===== config.mk =====
export PLATFORM = sky130hd
export DESIGN_NAME = fifo_umbrales
export DESIGN_NICKNAME = d
export VERILOG_FILES = /design/src/rtl/fifo_pkg.sv /design/src/rtl/memoria_dual.sv /design/src/rtl/fifo_umbrales.sv
export SDC_FILE = /design/constraint.sdc
export NUM_CORES = 1
export LEC_CHECK = 0
export CORE_MARGIN = 2
export CORE_UTILIZATION = 40
export DETAILED_ROUTE_END_ITERATION = 16
export PLACE_DENSITY = 0.58
export SETUP_SLACK_MARGIN = 0.05
export SLEW_MARGIN = 20
export SYNTH_ARGS = -nofsm -noshare
export SYNTH_HDL_FRONTEND = slang
export SYNTH_SLANG_ARGS = --single-unit

===== constraint.sdc =====
create_clock -name clk -period 4.2 [get_ports clk]
set_clock_uncertainty 0.15 [all_clocks]
set_input_delay 0.42 -clock clk [delete_from_list [all_inputs] [get_ports clk]]
set_output_delay 0.42 -clock clk [all_outputs]
set_load 0.02 [all_outputs]

===== src/rtl/fifo_pkg.sv =====
// Shared parameters and types for the threshold FIFO bank.
// Occupancy state is derived from count, never registered.
package fifo_pkg;
    localparam int DATA_W   = 6;
    localparam int ADDR_W   = 3;
    localparam int BAJO_RST = 1;
    localparam int ALTO_RST = 6;
    localparam int DEPTH    = 2 ** ADDR_W;

    typedef enum logic [1:0] {
        ST_EMPTY,
        ST_PARTIAL,
        ST_FULL
    } fifo_st_e;
endpackage


===== src/rtl/memoria_dual.sv =====
// Storage array: synchronous write, registered read.
// Only the read register is reset; contents persist.
module memoria_dual
    import fifo_pkg::*;
#(
    parameter int DW = DATA_W,
    parameter int AW = ADDR_W
) (
    input  logic          clk,
    input  logic          reset,
    input  logic          we,
    input  logic [AW-1:0] waddr,
    input  logic [DW-1:0] wdata,
    input  logic          re,
    input  logic [AW-1:0] raddr,
    output logic [DW-1:0] rdata
);
    logic [DW-1:0] mem_q [2**AW];
    logic [DW-1:0] rdata_q;

    // Write port: store the word at waddr
    always_ff @(posedge clk) begin
        if (we) begin
            mem_q[waddr] <= wdata;
        end
    end

    // Read port: capture old contents, hold when idle
    always_ff @(posedge clk) begin
        if (reset) begin
            rdata_q <= '0;
        end else if (re) begin
            rdata_q <= mem_q[raddr];
        end
    end

    assign rdata = rdata_q;
endmodule


===== src/rtl/fifo_umbrales.sv =====
// Single-clock FIFO with programmable low/high
// occupancy thresholds and a sticky error flag.
module fifo_umbrales
    import fifo_pkg::*;
#(
    parameter int DATA_W   = fifo_pkg::DATA_W,
    parameter int ADDR_W   = fifo_pkg::ADDR_W,
    parameter int BAJO_RST = fifo_pkg::BAJO_RST,
    parameter int ALTO_RST = fifo_pkg::ALTO_RST
) (
    input  logic              clk,
    input  logic              reset,
    input  logic              thr_load,
    input  logic [ADDR_W-1:0] umbral_bajo,
    input  logic [ADDR_W-1:0] umbral_alto,
    input  logic              wr_en,
    input  logic [DATA_W-1:0] data_in,
    input  logic              rd_en,
    output logic [DATA_W-1:0] data_out,
    output logic              valid_out,
    output logic [ADDR_W:0]   count,
    output logic              empty,
    output logic              full,
    output logic              almost_empty,
    output logic              almost_full,
    output logic              error
);
    localparam logic [ADDR_W:0] FULL_CNT = (ADDR_W + 1)'(2 ** ADDR_W);
    localparam logic [ADDR_W:0] ONE_CNT  = (ADDR_W + 1)'(1);

    logic [ADDR_W-1:0] wr_ptr_q, wr_ptr_d;
    logic [ADDR_W-1:0] rd_ptr_q, rd_ptr_d;
    logic [ADDR_W:0]   count_q, count_d;
    logic [ADDR_W-1:0] bajo_q, bajo_d;
    logic [ADDR_W-1:0] alto_q, alto_d;
    logic              valid_q, valid_d;
    logic              error_q, error_d;
    logic              wr_acc, rd_acc;
    fifo_st_e          st;

    // Occupancy state decoded from the registered count
    always_comb begin
        st = ST_PARTIAL;
        if (count_q == '0) begin
            st = ST_EMPTY;
        end else if (count_q == FULL_CNT) begin
            st = ST_FULL;
        end
    end

    // Accept decisions and next-state for pointers, count, flags
    always_comb begin
        rd_acc   = rd_en && (st != ST_EMPTY);
        wr_acc   = wr_en && ((st != ST_FULL) || rd_acc);
        wr_ptr_d = wr_ptr_q;
        rd_ptr_d = rd_ptr_q;
        count_d  = count_q;
        bajo_d   = bajo_q;
        alto_d   = alto_q;
        valid_d  = rd_acc;
        error_d  = error_q;
        if (wr_acc) begin
            wr_ptr_d = wr_ptr_q + 1'b1;
        end
        if (rd_acc) begin
            rd_ptr_d = rd_ptr_q + 1'b1;
        end
        if (wr_acc && !rd_acc) begin
            count_d = count_q + ONE_CNT;
        end else if (rd_acc && !wr_acc) begin
            count_d = count_q - ONE_CNT;
        end
        if (thr_load) begin
            bajo_d = umbral_bajo;
            alto_d = umbral_alto;
        end
        if ((wr_en && (st == ST_FULL) && !rd_en) ||
            (rd_en && (st == ST_EMPTY))) begin
            error_d = 1'b1;
        end
    end

    // Control state registers
    always_ff @(posedge clk) begin
        if (reset) begin
            wr_ptr_q <= '0;
            rd_ptr_q <= '0;
            count_q  <= '0;
            bajo_q   <= ADDR_W'(BAJO_RST);
            alto_q   <= ADDR_W'(ALTO_RST);
            valid_q  <= 1'b0;
            error_q  <= 1'b0;
        end else begin
            wr_ptr_q <= wr_ptr_d;
            rd_ptr_q <= rd_ptr_d;
            count_q  <= count_d;
            bajo_q   <= bajo_d;
            alto_q   <= alto_d;
            valid_q  <= valid_d;
            error_q  <= error_d;
        end
    end

    memoria_dual #(
        .DW(DATA_W),
        .AW(ADDR_W)
    ) u_mem (
        .clk  (clk),
        .reset(reset),
        .we   (wr_acc),
        .waddr(wr_ptr_q),
        .wdata(data_in),
        .re   (rd_acc),
        .raddr(rd_ptr_q),
        .rdata(data_out)
    );

    assign valid_out    = valid_q;
    assign count        = count_q;
    assign empty        = (st == ST_EMPTY);
    assign full         = (st == ST_FULL);
    assign almost_empty = (count_q <= {1'b0, bajo_q});
    assign almost_full  = (count_q >= {1'b0, alto_q});
    assign error        = error_q;
endmodule


After elaboration in Yosys (flattened, before gate mapping)
Memories as Yosys holds them, arrays and structs flattened. A register that Yosys moved wholly into a read port is not among the register bits.
Cells that the tools add are included.
Storage, ports and cells
  word-level logic and storage cells: 39
  memories: 1
  flip-flop bits (word level): 18
  bits in writable memories: 48
  input port bits: 17
Operators by class
  reduce and logical (&&, ||, !) cells: 16
  $lt $le $gt $ge: 2
  mux-type cells: 6
  add/sub/neg operators: 4
  equal/unequal tests: 3
Memories
  u_mem.mem_q: depth 8, bits a word 6, read ports 1, clocked after memory_dff 1, wr ports 1, RTL line memoria_dual.sv:18  | logic [DW-1:0] mem_q [2**AW];
Operators with widths (count)
  $mux 4: 2
  $logic_and 1x1->1: 7
  $add 3x1->3 const B: 2
  $add 4x1->4 const B: 1
  $eq 4x4->1 const B: 1
  $ge 4x3->1: 1
  $le 4x3->1: 1
  $logic_not 4->1: 1
  $mux 2: 2
  $reduce_bool 2->1: 2
  $sub 4x1->4 const B: 1
  $logic_not 1->1: 3
  $eq 2x2->1 const B: 1
  $logic_not 2->1: 1
  $logic_or 1x1->1: 2
  $mux 1: 2
  $ne 2x2->1 const B: 1

Depth between registers and ports, before layout
Gate-level depths: netlist of the first run.
  depth in word-level cells: 11
  depth in mapped cells: 11

By module
From an unflattened synthesis of the first run, not the netlist that was laid out.
Second synthesis, totals
  cell total of the unflattened synthesis: 229
  area total of the unflattened synthesis: 3083.0 um^2
Modules (own cells, without submodules)
  memoria_dual: instances 1, area an instance 2115.8 um^2, cells each 123
  fifo_umbrales: instances 1, area an instance 967.2 um^2, cells each 106

Worst setup path before layout of the first run
No wires, ideal clock.
  path kind: register to register
  start: register count_q[1], in the netlist count[1]
  end: register count_q[3], in the netlist count[3]
  arrival: 2.444 ns
  data required time: 3.929 ns
  cell stages (with the launch flop): 10
  path slack: 1.485 ns
  path buffers: 0
  path through: dfxtp_1 or3_1 o21a_2 ha_1 inv_1 ha_1 a21oi_1 a211oi_1 a31oi_1 mux2_2
Between the ends
  word-level cells in the longest chain between the ends: 10
RTL lines
  start: declaration: RTL line fifo_umbrales.sv:33  | logic [ADDR_W:0] count_q, count_d;
  start signal: assignment: RTL line fifo_umbrales.sv:96  | count_q <= count_d;
  $eq 4x4->1: RTL line fifo_umbrales.sv:46  | end else if (count_q == FULL_CNT) begin
  $mux 2: RTL line fifo_umbrales.sv:46
  $mux 2 *: RTL line fifo_umbrales.sv:44  | if (count_q == '0) begin
  $reduce_bool 2->1: RTL line fifo_umbrales.sv:53  | rd_acc = rd_en && (st != ST_EMPTY);
  $logic_and 1x1->1: RTL line fifo_umbrales.sv:53
  $logic_or 1x1->1 *: RTL line fifo_umbrales.sv:54  | wr_acc = wr_en && ((st != ST_FULL) || rd_acc);
  $logic_and 1x1->1 *: RTL line fifo_umbrales.sv:54
  net u_mem.we: RTL line memoria_dual.sv:11  | input logic we,
  $logic_not 1->1: RTL line fifo_umbrales.sv:70  | end else if (rd_acc && !wr_acc) begin
  $logic_and 1x1->1: RTL line fifo_umbrales.sv:70
  $reduce_bool 2->1 (no line)
Mark *: on every way through the listed nets, which the timed path passes. The rest lies on a longest branch. The select of a mux whose other input is x is not followed.
A chain may end at the register's enable or synchronous reset.

Worst setup path in the final report of the first run
  start: register count_q[0], in the netlist count[0]
  end: output almost_full
Between the ends
  word-level cells in the longest chain between the ends: 1
RTL lines
  $ge 4x3->1: RTL line fifo_umbrales.sv:123  | assign almost_full = (count_q >= {1'b0, alto_q});
  end: declaration: RTL line fifo_umbrales.sv:25  | output logic almost_full,
Every way passes these cells.

==> results.md, run 1 <==
- Outcome: finished clean
- Synthesis-stage register bit count: 72
- Drt via density: 4.991
- Logic pwr share: 29.4%
- Number of global-route vias before repair: 1770
- Hold Startpoint: error
- Post_cts resized: 0
- Initial DRC Count: 96
- Leak pwr: 1.295 nW
- CTS tree: yes
- R2R Setup Slk: 1350 ps
- Placed wire-length estimate: 3677 um
- Final min period: 3012 ps
- Synthesized Nets: 238
- CTS Buf Count: 9
- Reg-to-reg endpoint: count[3]
- Sw Share: 32.74%
- DRT antenna net count: 0
- Reg power frac: 45.4%
- Initial DRT Pass Iterations: 4
- GR Layer Usage met3: 3.071%
- Netlist cell types: 38
- R2R Path Start: count[1]
- Clock latency at the later pin of the worst-skew pair: 350 ps
- Tot Pwr: 2.031 mW
- Number of antenna diodes: 0
- Routability cong.: 0.6826
- Slew margin rel.: 45.40%
- Synthesized area: 3029 um2
- Critical path class: reg -> out
- Die H: 91.02 um
- Final Max Slew Viols: 0
- Worst slack, placed: 1001 ps
- Syn avg cell area: 14.49 um2
- Largest net degree at the start of global routing: 20
- I/O Pins: 33
- Gr usage total: 15.07%
- Wirelength, routed: 5696 um
- Max-cap violation count: 0
- H-tree depth: 3
- Total die area: 8285 um2
- Hold path endpoint: error
- Drt wl/cell: 16.27 um
- Layout Cell Area excl Fill: 3620 um2
- Area Overhead vs Synth: 19.50%
- Seq/Total Area, Yosys: 63.44%
- Initial antenna violation count: 0
- Drt drc: 0
- Synth warn: 0
- FF-to-FF path depth: 9
- Layout cells sized above 1: 12.35%
- Asr flop ratio synth: 0%
- Clk pin slew, worst setup/hold paths: 90 ps
- Num Clock Sinks: 72
- Final setup viols: 0
- Hold path cells: 2
- Post-CTS Setup Bufs: 0
- I/O Buffers: 32
- Clock Power Share: 25.2%
- Layout Nets: 275
- Row cnt: 31
- CORE AREA: 7292 um2
- Utilization after layout: 49.64%
- Switching Power: 0.6648 mW
- Slew @ Worst Pin: 816.4 ps
- CP arrival: 2440 ps
- Met1 global-route usage: 18.78%
- Worst hold path type: reg -> reg
- Fill cell count: 673
- WP data required: 3630 ps
- Cells after Synth: 209
- P_int: 1.366 mW
- Congestion Overflow GR: 0
- Die width: 91.02 um
- VDD IR max: 0.0002628 V
- Clock Tree Buf Depth: 2
- CP Launch Point: count[0]
- Setup WS post-layout: 1188 ps
- Global-route wire length before repair: 9397 um
- Worst Setup End Kind: primary output
- Top FF cell, synth: edfxtp_1
- Final hold vios: 0
- Setup_tns: 0 ps
- Met2 Resource Use GR: 25.00%
- Worst setup SP type: register
- Unrepaired setup endpoints after global routing: no
- Crit share post-route: 71.71%
- Hold_buf cts: 0
- Power per cell area: 561.0 nW/um2
- Initial Util: 41.54%
- Most used routing layer: met2
- Clock tree root buffer cell: clkbuf_8
- Placed Area: 3435 um2
- Vias: 1747
- EDFF count, synth: 48
- CP Max Fanout: 8
- Max Fclk: 0.3320 GHz
## worst max-delay path by stage
stage	endpoint	slack, ps	cells after the start
final	almost_full	1190	6
after global routing	almost_full	1060	6
after CTS	almost_full	1170	6
after detailed placement	count[3]	1000	10
after global placement	count[3]	1080	10
after floorplan	count[3]	1490	9
## registers in the layout, summed over array words and instances (netlist names)
signal	cells
bajo_q	3
wr_ptr_q	3
valid_out	1
u_mem.rdata	6
error	1
count	4
alto_q	3
rd_ptr_q	3
u_mem.mem_q	48
## layer usage
metal | up-vias | part of all wire (%)
met3 | 12 | 3.4
met2 | 40 | 49
met1 | 845 | 45
met4 | 0 | 2.5
li1 | 850 | -
met5 | - | 0
## worst max-delay path, stage by stage (launching register included)
cell             delay (ps)
dfxtp_1                 520
inv_1                   130
ha_1                    300
nand2b_1                150
a21o_1                  170
a211o_1                 280
clkdlybuf4s50_1         550
## cell type report
type                       count  area [um2]  area share (%)
clock inverter                 7       61.31           1.694
clock buffer                   9       123.9           3.422
timing repair buffer          34       335.3           9.264
sequential                    72        1922           53.09
tap                           99       123.9           3.422
inverter                       9       33.78          0.9333
multi-input combinational    120        1020           28.17
## power by group through the flow
stage	Combinational [mW]	Clock, mW	Sequential, mW
finish	0.597	0.511	0.922
floorplan	0.389	0	0.946
global placement	0.595	0	0.944
global route	0.658	0.558	0.941
CTS	0.604	0.523	0.928
detailed placement	0.601	0	0.943
## cells by family after synthesis
| kind of cell | count (synthesis) | synth area share (%) |
|---|---|---|
| flip-flops | 72 | 63.44 |
| AND/OR/NAND/NOR | 57 | 9.129 |
| AO/OA/AOI/OAI | 27 | 5.742 |
| multiplexers | 19 | 12.14 |
| buffers and inverters | 17 | 2.891 |
| adder cells (fa/ha/maj) | 12 | 5.204 |
| XOR/XNOR | 5 | 1.446 |
## metrics by stage
| step | std cells | hold slack [ps] |
|---|---|---|
| final | 350 | 337.8 |
| after global routing | 350 | 388.3 |
| after CTS | 350 | 334.6 |
| after detailed placement | 334 | 311.8 |
| after global placement | 334 | 298.8 |
| after floorplan | 209 | 296.0 |
## cells in the final DEF, fill, tap and decap left out, types with 2 or more instances in the layout
| cell | instances |
|---|---|
| inv_1 | 8 |
| xnor2_1 | 2 |
| o211ai_1 | 3 |
| nor2b_1 | 2 |
| edfxtp_1 | 48 |
| nand3_1 | 2 |
| nand2_1 | 9 |
| xor2_1 | 3 |
| inv_6 | 3 |
| buf_4 | 2 |
| nor3_1 | 3 |
| clkdlybuf4s50_1 | 32 |
| dfxtp_1 | 24 |
| clkbuf_8 | 9 |
| mux2i_1 | 6 |
| o22ai_1 | 6 |
| mux4_1 | 7 |
| o21ai_0 | 6 |
| nor3_2 | 2 |
| clkinvlp_4 | 2 |
| a21oi_1 | 5 |
| mux4_2 | 5 |
| nand2b_1 | 6 |
| ha_1 | 11 |
| nor2_1 | 28 |
## cells in the mapped netlist (all sizes together), types with 3 or more instances
library cell / n / area (um2)
edfxtp: 48 / 1441
nor2: 28 / 105.1
dfxtp: 24 / 480.5
mux4: 12 / 296.5
ha: 11 / 137.6
inv: 9 / 33.78
nand2: 9 / 33.78
nand2b: 8 / 60.06
a21oi: 6 / 33.78
mux2i: 6 / 60.06
o21ai: 6 / 30.03
o22ai: 6 / 37.54
nor3: 5 / 35.03
buf: 4 / 38.78
clkbuf: 4 / 15.01
o211ai: 3 / 22.52
xor2: 3 / 26.28
(Power assumes the default switching activity.)
==> run 2: changes to the inputs <==
--- a/config.mk
+++ b/config.mk
@@ -8,7 +8,7 @@
 export CORE_MARGIN = 2
 export CORE_UTILIZATION = 40
 export DETAILED_ROUTE_END_ITERATION = 16
-export PLACE_DENSITY = 0.58
+export PLACE_DENSITY = 0.6
 export SETUP_SLACK_MARGIN = 0.05
 export SLEW_MARGIN = 20
 export SYNTH_ARGS = -nofsm -noshare
==> constraint.sdc (replaced) <==
create_clock -name clk -period 2.4 [get_ports clk]
set_clock_uncertainty 0.15 [all_clocks]
set_input_delay 0.24 -clock clk [delete_from_list [all_inputs] [get_ports clk]]
set_output_delay 0.24 -clock clk [all_outputs]
set_load 0.02 [all_outputs]
==> results.md, run 2 (synthesized netlist as in run 1, its figures left out) <==
- Outcome: finished clean
- H-tree depth: 3 (unchanged)
- I/O Buffers: 32 (unchanged)
- Global-route wire length before repair: 9321 um (-0.81%)
- Utilization after layout: 53.11% (+3.5 points)
- I/O Pins: 33 (unchanged)
- CORE AREA: 7292 um2 (unchanged)
- Worst slack, placed: -266.9 ps (-1268 ps)
- Total die area: 8285 um2 (unchanged)
- VDD IR max: 0.0004236 V (+61%)
- Final Max Slew Viols: 0 (unchanged)
- Most common cell after layout, fill and taps aside: edfxtp_1
- Fill cell count: 660 (-1.9%)
- Worst setup SP type: register
- Largest delay share family, worst path: compound AO/OA/AOI/OAI gates
- Layout Nets: 298 (+8.4%)
- Congestion Overflow GR: 0 (unchanged)
- Max Fclk: 0.4177 GHz
- Placed Area: 3612 um2 (+5.2%)
- Routability cong.: 0.7272 (+6.5%)
- Sw Share: 32.32% (-0.42 points)
- Met2 Resource Use GR: 25.06% (+0.062 points)
- Placed wire-length estimate: 3817 um (+3.8%)
- Area of the multi-input gates: 1092 um2 (+7.1%)
- Setup WS post-layout: 5.787 ps (-1182 ps)
- Initial DRT Pass Iterations: 4 (unchanged)
- Max-cap violation count: 0 (unchanged)
- Wirelength, routed: 5665 um (-0.54%)
- Slew @ Worst Pin: 687.4 ps (-129.1 ps)
- Hold_buf cts: 0 (unchanged)
- Final setup viols: 0 (unchanged)
- Worst Setup End Kind: register
- Reg power frac: 40.5% (-4.9 points)
- Layout Cell Area excl Fill: 3872 um2 (+7.0%)
- Die width: 91.02 um (unchanged)
- DP Cell Count: 350 (+4.8%)
- Final min period: 2394 ps
- Most used routing layer: met2
- Critical path class: reg -> reg
- DRT antenna net count: 0 (unchanged)
- Largest register FFs: 48 (unchanged)
- Clock latency at the later pin of the worst-skew pair: 350 ps (about the same)
- Sequential Area: 1934 um2 (+0.65%)
- Largest net degree at the start of global routing: 16 (-20%)
- Logic pwr share: 36.2% (+6.8 points)
- Drt drc: 0 (unchanged)
- Clock Tree Buf Depth: 2 (unchanged)
- Crit share post-route: 99.76%
- CTS tree: yes
- Area Overhead vs Synth: 27.84%
- Clock tree root buffer cell: clkbuf_8
- Most frequent cells in the layout: edfxtp_1, clkdlybuf4s50_1, nor2_1, buf_4, dfxtp_1
- CTS Buf Count: 9 (unchanged)
- Slowest cell on crit path: or3_4
- WP data required: 2500 ps (-1130 ps)
- Die H: 91.02 um (unchanged)
- Switching Power: 1.230 mW (+85%)
- Gr usage total: 14.83% (-0.25 points)
- Crit path cell chain: or3_4 > o21a_4 > ha_4 > inv_4 > ha_4 > a21oi_4 > a211oi_2 > a31oi_1 > mux2_2
- Final hold vios: 0 (unchanged)
- Slew margin rel.: 54.01% (+8.6 points)
- Number of antenna diodes: 0 (unchanged)
- Row cnt: 31 (unchanged)
- Met1 global-route usage: 17.49% (-1.3 points)
- Clock Power Share: 23.3% (-1.9 points)
- Layout cells sized above 1: 25.55% (+13 points)
- Non-Filler Instances: 373 (+6.6%)
- R2R Setup Slk: 6 ps (-1340 ps)
- Clk pin slew, worst setup/hold paths: 80 ps (about the same)
- Vias: 1842 (+5.4%)
- Initial antenna violation count: 0 (unchanged)
- Bufs and invs on worst path: 1 (-1)
- Number of global-route vias before repair: 1870 (+5.6%)
- GR Layer Usage met3: 5.228% (+2.2 points)
- Worst path most repeated cell: ha_4
- Reg with most FFs: u_mem.mem_q
- Drt via density: 4.938 (-1.1%)
- Num Clock Sinks: 72 (unchanged)
- CP Max Fanout: 5 (-3)
- P_int: 2.576 mW (+89%)
- Leak pwr: 1.429 nW (+10%)
- Power per cell area: 982.9 nW/um2 (+75%)
- Initial DRC Count: 56 (-42%)
- Initial Util: 41.54% (unchanged)
- Critical Path Max Stage Delay: 390 ps (-160 ps)
- Drt wl/cell: 15.19 um (-6.7%)
- Unrepaired setup endpoints after global routing: yes
- CP arrival: 2490 ps (+50 ps)
- Worst hold path type: reg -> reg
[run 2: changes by cell type in the layout (fill, tap and decap cells not counted), sizes merged]
| cell | previous run | this run |
|---|---|---|
| dlygate4sd2 | 0 | 1 |
| buf | 2 | 26 |
| clkbuf | 9 | 10 |
| clkinvlp | 2 | 1 |
| clkinv | 1 | 2 |
| clkdlybuf4s50 | 32 | 29 |
[run 2: final timing paths]
path | startpoint | endpoint | cells after the start
hold reg to reg | error | error | 2
setup / recovery | count[0] | count[3] | 9
hold / removal | error | error | 2
setup reg to reg | count[0] | count[3] | 9
[run 2: through the flow]
step / total power [mW] / setup TNS, ps / hold slack, ps
final: 3.806 / 0 / 326.1
after global routing: 4.030 / -75.52 / 344.1
after CTS: 3.796 / 0 / 330.3
after detailed placement: 2.890 / -1215 / 309.6
after global placement: 2.876 / -955.0 / 302.9
after floorplan: 2.398 / 0 / 188.9
[run 2: layer usage]
metal | vias to the layer above | wire length [um]
met5 | - | 0
met4 | 0 | 74
met3 | 7 | 245
met2 | 39 | 2792
met1 | 894 | 2553
li1 | 902 | -
[run 2: area by class of cell]
cell class | count | area share [%]
flip-flops and latches | 72 | 49.95
multi-input cells | 120 | 28.21
repair buffers | 57 | 12.83
clock buffers | 9 | 3.199
well taps | 99 | 3.199
clock inverters | 7 | 1.616
inverters | 9 | 1.002
[run 2: tightest hold or removal path: cells and delay by family, from the launching register on]
family	cells	cell delay (ps)
compound gates	1	40
simple gates	1	70
flops	1	330
[run 2: repair_timing]
item | 4_1_cts | 5_1_grt
pin swaps | 0 | 2
resized for setup | 7 | 6
setup buffers | 3 | 4
endpoints found under the setup margin | 4 | 4
[run 2: power by group through the flow]
stage | clock network, mW | registers [mW] | logic [mW]
final | 0.886 | 1.54 | 1.38
after global routing | 0.973 | 1.56 | 1.50
after global placement | 0 | 1.57 | 1.31
after floorplan | 0 | 1.67 | 0.727
after detailed placement | 0 | 1.57 | 1.32
after CTS | 0.915 | 1.55 | 1.33
==> run 3: changes to the inputs <==
--- a/config.mk
+++ b/config.mk
@@ -5,7 +5,7 @@
 export SDC_FILE = /design/constraint.sdc
 export NUM_CORES = 1
 export LEC_CHECK = 0
-export CORE_MARGIN = 2
+export CORE_MARGIN = 4
 export CORE_UTILIZATION = 40
 export DETAILED_ROUTE_END_ITERATION = 16
 export PLACE_DENSITY = 0.6
==> results.md, run 3 (synthesized netlist as in run 1, its figures left out) <==
- Outcome: finished clean
- Total die area: 9029 um2 (+9.0%)
- Clock tree root buffer cell: clkbuf_8
- Layout Cell Area excl Fill: 3850 um2 (-0.58%)
- I/O Buffers: 32 (unchanged)
- Crit share post-route: 98.71% (-1.0 points)
- R2R Setup Slk: 30 ps (+30 ps)
- Non-Filler Instances: 369 (-1.1%)
- Final Max Slew Viols: 0 (unchanged)
- Gr usage total: 15.49% (+0.66 points)
- Global-route wire length before repair: 10070 um (+8.1%)
- Max Fclk: 0.4221 GHz (+1.1%)
- Post-CTS Setup Bufs: 0 (-3)
- Slew @ Worst Pin: 756.5 ps (+69.08 ps)
- I/O Pins: 33 (unchanged)
- Sequential Area: 1934 um2 (unchanged)
- Drt via density: 4.976 (+0.75%)
- Reg-to-reg endpoint: count[3]
- CORE AREA: 7292 um2 (unchanged)
- Clk pin slew, worst setup/hold paths: 80 ps (about the same)
- CTS tree: yes
- Final setup viols: 0 (unchanged)
- Hold_buf cts: 0 (unchanged)
- Row cnt: 31 (unchanged)
- Drt wl/cell: 16.37 um (+7.8%)
- R2R Path Start: count[0]
- DRT antenna net count: 0 (unchanged)
- Hold Startpoint: umbral_alto[1]
- Die H: 95.02 um (+4.4%)
- Num Clock Sinks: 72 (unchanged)
- Worst hold path type: in -> reg
- Utilization after layout: 52.80% (-0.31 points)
- Die width: 95.02 um (+4.4%)
- Clock Tree Buf Depth: 2 (unchanged)
- CP arrival: 2460 ps (-30 ps)
- Final hold vios: 0 (unchanged)
- Worst setup SP type: register
- Critical path class: reg -> reg
- Area Overhead vs Synth: 27.10%
- Fill cell count: 662 (+0.30%)
- Routability cong.: 0.7203 (-0.95%)
- Initial DRC Count: 58 (+3.6%)
- Worst Setup End Kind: register
- Congestion Overflow GR: 0 (unchanged)
- Worst path most repeated cell: ha_4
- Drt drc: 0 (unchanged)
- Power per cell area: 1009 nW/um2 (+2.6%)
- CP Max Fanout: 4 (-1)
- Bufs and invs on worst path: 1 (unchanged)
- Largest register FFs: 48 (unchanged)
- Hold path endpoint: alto_q[1]
- Number of global-route vias before repair: 1971 (+5.4%)
- Critical Path Max Stage Delay: 390 ps (about the same)
- Placed wire-length estimate: 4152 um (+8.8%)
- Largest delay share family, worst path: compound AO/OA/AOI/OAI gates
- Max-cap violation count: 0 (unchanged)
- Slowest cell on crit path: or3_4
- H-tree depth: 3 (unchanged)
- Initial antenna violation count: 0 (unchanged)
- Initial DRT Pass Iterations: 4 (unchanged)
- Clock latency at the later pin of the worst-skew pair: 350 ps (about the same)
- Layout cells sized above 1: 23.33% (-2.2 points)
- Layout Nets: 294 (-1.3%)
- DP Cell Count: 353 (+0.86%)
- Unrepaired setup endpoints after global routing: yes
- Final min period: 2369 ps (-25.06 ps)
- Slew margin rel.: 49.38% (-4.6 points)
- Most frequent cells in the layout: edfxtp_1, clkdlybuf4s50_1, nor2_1, buf_4, dfxtp_1
- WP data required: 2490 ps (about the same)
- Leak pwr: 1.416 nW (-0.93%)
- Reg with most FFs: u_mem.mem_q
- Wirelength, routed: 6042 um (+6.7%)
- Setup_tns: 0 ps (unchanged)
- CTS Buf Count: 9 (unchanged)
- VDD IR max: 0.0006431 V (+52%)
- Hold Slack: 332.0 ps (+5.848 ps)
- Area of the multi-input gates: 1075 um2 (-1.6%)
- Vias: 1836 (-0.33%)
- Crit path cell chain: or3_4 > o21a_4 > ha_4 > inv_4 > ha_4 > a21oi_4 > a211oi_1 > a31oi_1 > mux2_2
- Hold path cells: 3 (+1)
- Most common cell after layout, fill and taps aside: edfxtp_1
- Placed Area: 3635 um2 (+0.62%)
- Largest net degree at the start of global routing: 16 (unchanged)
- Initial Util: 41.54% (unchanged)
- FF-to-FF path depth: 9 (unchanged)
- Number of antenna diodes: 0 (unchanged)
run 3: what timing repair did:
item | CTS | global route
gates resized for setup | 3 | 7
pin swaps | 0 | 1
setup endpoints to repair | 4 | 4
run 3: final cells by class:
class                      count  area share [%]
sequential                    72           50.24
multi-input combinational    120           27.92
timing repair buffer          53           12.12
clock buffer                   9           3.217
tap                           99           3.217
clock inverter                 7           2.275
inverter                       9           1.007
run 3: layer usage:
metal	vias up	GRT usage [%]	wire length, um
li1	891	-	-
met1	892	18.38	2654
met2	43	26.78	3001
met3	10	3.157	242
met4	0	7.572	143
met5	-	0	0
run 3: worst max path at each step:
stage / start / endpoint / slack, ps / depth (start not counted)
after floorplan: count[0] / count[3] / 10 / 9
after global placement: rd_en / count[3] / -160 / 10
after detailed placement: rd_en / count[3] / -180 / 10
after CTS: count[0] / almost_full / 3 / 6
after global routing: count[0] / count[3] / -80 / 9
final: count[0] / count[3] / 30 / 9
run 3: stage by stage:
stage | worst slack, ps | total power [mW]
3_3_place_gp | -156.1 | 2.897
4_1_cts | 2.859 | 3.921
5_1_grt | -82.23 | 4.154
2_1_floorplan | 12.72 | 2.398
3_5_place_dp | -180.2 | 2.929
6_report | 30.85 | 3.883
run 3: power breakdown:
part	total [mW]	internal (mW)	switching (mW)
Clock	1.01	0.505	0.503
Combinational	1.32	0.683	0.642
Sequential	1.55	1.46	0.0891
run 3: worst reg2reg max path, stage by stage (launching register included):
cell      delay, ps
dfxtp_4         360
or3_4           390
o21a_4          220
ha_4            170
inv_4            70
ha_4            210
a21oi_4         120
a211oi_1         80
a31oi_1         160
mux2_2          340
